===== config.mk =====
export PLATFORM = sky130hd
export DESIGN_NAME = cga_mac_segpt_segbank
export DESIGN_NICKNAME = d
export VERILOG_FILES = /design/src/rtl/cga_mac_segpt_segbank.sv
export SDC_FILE = /design/constraint.sdc
export NUM_CORES = 1
export LEC_CHECK = 0
export ABC_AREA = 1
export CAP_MARGIN = 30
export CORE_MARGIN = 2
export CORE_UTILIZATION = 62
export CTS_CLUSTER_SIZE = 25
export DETAILED_ROUTE_END_ITERATION = 12
export PLACE_DENSITY = 0.81
export RECOVER_POWER = 25
export SLEW_MARGIN = 5
export SYNTH_ARGS = -nofsm -noshare
export SYNTH_HDL_FRONTEND = slang
export SYNTH_SLANG_ARGS = --single-unit

===== constraint.sdc =====
create_clock -name sysclk -period 8.1 [get_ports sysclk]
set_input_delay 1.62 -clock sysclk [delete_from_list [all_inputs] [get_ports sysclk]]
set_output_delay 1.62 -clock sysclk [all_outputs]
set_load 0.03 [all_outputs]

===== src/rtl/cga_mac_segpt_segbank.sv =====
// Per-level segment bank with LIFO save stack; SEG/SEGZN registered, 1-cycle latency.
// No backpressure: stack misuse is dropped and flagged on sticky STKERR.
module cga_mac_segpt_segbank #(
    parameter int WIDTH       = 8,
    parameter int LEVELS      = 16,
    parameter int LVL_W       = 4,
    parameter int STACK_DEPTH = 4
) (
    input  logic             sysclk,
    input  logic             sys_rst,
    input  logic [WIDTH-1:0] FIDBO,
    input  logic             LLDSEG,
    input  logic [LVL_W-1:0] LDLVL,
    input  logic [LVL_W-1:0] ACTLVL,
    input  logic             SAVE,
    input  logic             RESTORE,
    input  logic             CLRERR,
    output logic [WIDTH-1:0] SEG,
    output logic             SEGZN,
    output logic             STKFULL,
    output logic             STKEMPTY,
    output logic             STKERR
);

    localparam int SP_W = $clog2(STACK_DEPTH + 1);

    generate
        if (LVL_W != $clog2(LEVELS)) begin : g_bad_lvl_w
            $error("LVL_W must equal clog2(LEVELS)");
        end
    endgenerate

    logic [WIDTH-1:0] r_bank  [LEVELS];
    logic [WIDTH-1:0] r_stack [STACK_DEPTH];
    logic [SP_W-1:0]  r_sp;
    logic [WIDTH-1:0] r_seg;
    logic             r_segzn;
    logic             r_err;

    logic             w_full;
    logic             w_empty;
    logic             w_push;
    logic             w_pop;
    logic             w_err;
    logic [WIDTH-1:0] w_top;
    logic [WIDTH-1:0] w_seg_next;

    assign w_full  = (r_sp == SP_W'(STACK_DEPTH));
    assign w_empty = (r_sp == '0);
    assign w_push  = SAVE & ~RESTORE & ~w_full;
    assign w_pop   = RESTORE & ~SAVE & ~w_empty;
    assign w_err   = (SAVE & RESTORE) | (SAVE & w_full) | (RESTORE & w_empty);

    always_comb begin
        w_top = '0;
        for (int i = 0; i < STACK_DEPTH; i++) begin
            if (r_sp == SP_W'(i + 1)) w_top = r_stack[i];
        end
    end

    // Load beats restore when both target the active level
    always_comb begin
        w_seg_next = r_bank[ACTLVL];
        if (w_pop) w_seg_next = w_top;
        if (LLDSEG && (LDLVL == ACTLVL)) w_seg_next = FIDBO;
    end

    always_ff @(posedge sysclk or posedge sys_rst) begin
        if (sys_rst) begin
            for (int i = 0; i < LEVELS; i++) r_bank[i] <= '0;
            for (int i = 0; i < STACK_DEPTH; i++) r_stack[i] <= '0;
            r_sp    <= '0;
            r_seg   <= '0;
            r_segzn <= 1'b0;
            r_err   <= 1'b0;
        end else begin
            if (w_pop) r_bank[ACTLVL] <= w_top;
            if (LLDSEG) r_bank[LDLVL] <= FIDBO;
            for (int i = 0; i < STACK_DEPTH; i++) begin
                if (w_push && (r_sp == SP_W'(i))) r_stack[i] <= r_bank[ACTLVL];
            end
            if (w_push)     r_sp <= r_sp + SP_W'(1);
            else if (w_pop) r_sp <= r_sp - SP_W'(1);
            r_seg   <= w_seg_next;
            r_segzn <= |w_seg_next;
            if (w_err)       r_err <= 1'b1;
            else if (CLRERR) r_err <= 1'b0;
        end
    end

    assign SEG      = r_seg;
    assign SEGZN    = r_segzn;
    assign STKFULL  = w_full;
    assign STKEMPTY = w_empty;
    assign STKERR   = r_err;

endmodule


==> impl_metrics.py <==
metrics = {
    "logic_synthesis": {
        "synth.yosys.warnings": 0,
        "syn_nets": 1352,
        "synth-main-ff-cell": "sky130_fd_sc_hd__dfrtp_1",
        "syn_area_per_cell_sq_um": 7.342,
        "synth-edff-count": 0,
        "number_of_instances_in_the_synthesized_netlist": 1324,
        "count_of_state_elements_after_synthesis": 173,
        "synth.top_cells.by_area": "sky130_fd_sc_hd__dfrtp_1 45%, sky130_fd_sc_hd__nand2_1 16%, sky130_fd_sc_hd__a21oi_1 8.3%, sky130_fd_sc_hd__o21ai_0 6.5%, sky130_fd_sc_hd__inv_1 3.7%",
        "post-synth-top-count-cell": "sky130_fd_sc_hd__nand2_1",
        "synth.distinct_cells": 32,
        "synth.cell_area_sq_um": 9721,
        "synth_seq_area_share_pct": 44.54,
        "synth_top_cell_by_area": "sky130_fd_sc_hd__dfrtp_1",
        "asyncSetResetFlopFracSynth_pct": 100.0,
        "yosys-top-cells-count": "406 x sky130_fd_sc_hd__nand2_1, 173 x sky130_fd_sc_hd__dfrtp_1, 161 x sky130_fd_sc_hd__a21oi_1",
        "synth_top_area_share_pct": 44.54,
    },
    "clocking": {
        "insertion_delay_ps": 440,
        "postCtsSetupRepairBufs": 0,
        "clkSinkCount": 173,
        "htreeDepth": 4,
        "cts-buffers-inserted": 17,
        "ctsResizeCount": 0,
        "cts.reportedPaths.clkPinSlew_ps": 60,
        "cts-root-to-sink-buffers": 2,
        "number_of_buffers_inserted_by_hold_repair_at_cts": 0,
        "ctsRootBufferMaster": "sky130_fd_sc_hd__clkbuf_16",
        "tritoncts": "done",
    },
    "die": {
        "core-area_sq_um": 15260,
        "boundaryPins": 34,
        "initial_utilization_pct": 63.71,
        "width_of_the_chip_microns": 129.2,
        "std_cell_rows": 45,
        "dieHeight_microns": 129.2,
        "design.die.area_sq_um": 16700,
    },
    "pwr": {
        "vdd_ir_drop_max_mv": 0.1759,
        "power_density_nw_per_um2": 311.7,
        "leakagePower_uw": 0.005115,
    },
    "sta": {
        "maxSlewViolCount": 43,
        "number_of_hold_violations_in_the_final_report": 0,
        "finalSetupViolations": 0,
        "worst-slew-pin-transition_ps": 2058,
        "final.period_utilization_pct": 52.86,
        "skew_ps": 8.139,
        "achievable-frequency_mhz": 233.6,
        "rsz_0062_raised_after_global_routing": "false",
        "setup_tns_ps": 0,
        "timing.slew.headroom_pct": -37.93,
        "finalWorstPathRequiredPeriod_ps": 4282,
    },
    "grt": {
        "globalRouteTotalUtil_pct": 38.19,
        "first_global_vias": 8604,
        "grt_antenna_before_repair": 0,
        "first_pass_grt_wire_length_microns": 48190,
        "grt_start_max_net_pins": 77,
        "grt_overflow": 0,
    },
    "final_layout": {
        "layout_cell_share_with_drive_strength_beyond_1_pct": 5.576,
        "finish.utilization_pct": 70.05,
        "nets_final": 1342,
        "fillCellCount": 1249,
        "areaGrowthSynthToFinish_pct": 9.963,
        "final_antenna_diode_count": 0,
    },
    "worst_setup_path": {
        "critical_path_arrival_ps": 4560,
        "critical_path.slowest_cell": "sky130_fd_sc_hd__nor3_2",
        "critical_path.most_common_cell": "sky130_fd_sc_hd__o21ai_0",
        "worstPathRequired_ps": 8380,
        "r2r_cells": 11,
        "critPathLaunchType": "primary input",
        "path_max_fanout": 32,
        "critical_path_class": "primary input to flop",
        "rr_startpoint": "r_sp[0]",
        "timing.rr.end": "r_bank[124]",
        "worstPathCellList": "dlygate4sd3_1 -> nor3_2 -> inv_2 -> nor3_4 -> buf_4 -> nand2_1 -> o21ai_0 -> o21ai_0",
        "reg2reg_setup_slack_ps": 4750,
        "worstSetupEndpointType": "flop",
        "max_stage_delay_ps": 710,
    },
    "min_path": {
        "timing.hold.worst_endpoint": "r_stack[17]",
        "hold-path-cell-count": 2,
        "min-delay-path-class": "flop to flop",
        "worst_min_path_start": "r_stack[17]",
    },
    "run_status": {
        "failed_checks": "capacitance limit, slew limit",
        "status": "finished, violations left",
    },
    "run": {
        "drv.max_cap_violation_count": 1,
    },
    "route": {
        "drtPass1Iterations": 9,
        "overall_via_count_from_detail_route": 9656,
        "drt_drc_violations_left": 0,
        "drt-total-wl_microns": 30660,
        "drt-vias-per-instance": 6.278,
        "wl_per_cell_microns": 19.94,
        "postRouteAntennaNets": 0,
        "dr.first_iter.drc_count": 1526,
    },
    "placed_design": {
        "detailed_place_hpwl_microns": 19290,
        "port-buffer-count": 33,
        "routabilityCongestion": 0.9537,
    },
}
==> stage by stage <==
stage               instances  hold WS (ps)  total power (uW)  area [sq um]  setup slack [ps]
floorplan                1324         453.0              2071          9721              1792
global placement         1499         466.2              2388         10010              3572
detailed placement       1505         473.5              2426         10080              3537
CTS                      1537         489.6              3286         10690              3983
global route             1538         510.0              3506         10690              3627
finish                   1538         486.8              3332         10690              3818
==> area by class of cell <==
type	count	area [sq um]	share of cell area, %
multi-input cells	968	4621	43.23
flip-flops and latches	173	4329	40.50
repair buffers	50	476.7	4.460
clock buffers	18	439.2	4.109
inverters	104	391.6	3.664
well taps	211	264.0	2.470
clock inverters	14	167.7	1.569
==> worst max path at each step <==
stage | from | endpoint | depth (start not counted)
4_1_cts | ACTLVL[0] | r_bank[3] | 7
5_1_grt | sys_rst | r_bank[24] | 4
2_1_floorplan | sys_rst | SEGZN | 1
3_5_place_dp | ACTLVL[0] | r_bank[0] | 7
6_report | SAVE | r_bank[124] | 8
3_3_place_gp | ACTLVL[0] | r_bank[2] | 7
==> worst max-delay path: cells and delay by family <==
family          cells  cell delay (ps)
buf+inv             3             1330
simple gates        3             1230
compound gates      2              380
==> kinds of logic after synthesis <==
kind of cell / count (synthesis) / synth area share [%]
adders and majority gates: 6 / 0.7723
and+or+nand+nor: 545 / 22.59
DFF: 173 / 44.54
buffers and inverters: 183 / 7.929
xor gates and xnor gates: 2 / 0.1802
AOI/OAI and AO/OA: 415 / 23.99
==> flip-flops by register name, indices dropped and copies added (netlist names) <==
signal and cells:
SEGZN 1, r_stack 32, SEG 8, r_sp 3
r_bank 128, STKERR 1
==> where the power goes <==
part | switching (uW) | leakage [uW] | internal [uW]
logic | 770 | 0.00273 | 369
registers | 158 | 0.00209 | 1170
clock network | 374 | 0.000292 | 494
total | 1300 | 0.00511 | 2030
==> placed cells by master, fill, tap and decap left out, drive strengths merged, types with 6 or more instances in the layout <==
| master | n |
|---|---|
| a21oi | 161 |
| nand2 | 407 |
| buf | 18 |
| a31oi | 16 |
| inv | 103 |
| nor2 | 80 |
| a22oi | 46 |
| clkdlybuf4s50 | 30 |
| dfrtp | 173 |
| ha | 6 |
| nand3 | 52 |
| o21ai | 143 |
| clkinv | 8 |
| a211oi | 43 |
| clkbuf | 18 |
==> per-layer routing <==
layer / GRT usage [%] / up-vias / part of all wire, %
li1: - / 4409 / -
met2: 56.59 / 669 / 44
met3: 9.331 / 101 / 12
met5: 0 / - / 0
met4: 15.54 / 0 / 4.2
met1: 54.28 / 4477 / 40
Note: power is estimated with default switching activity, not from simulation.
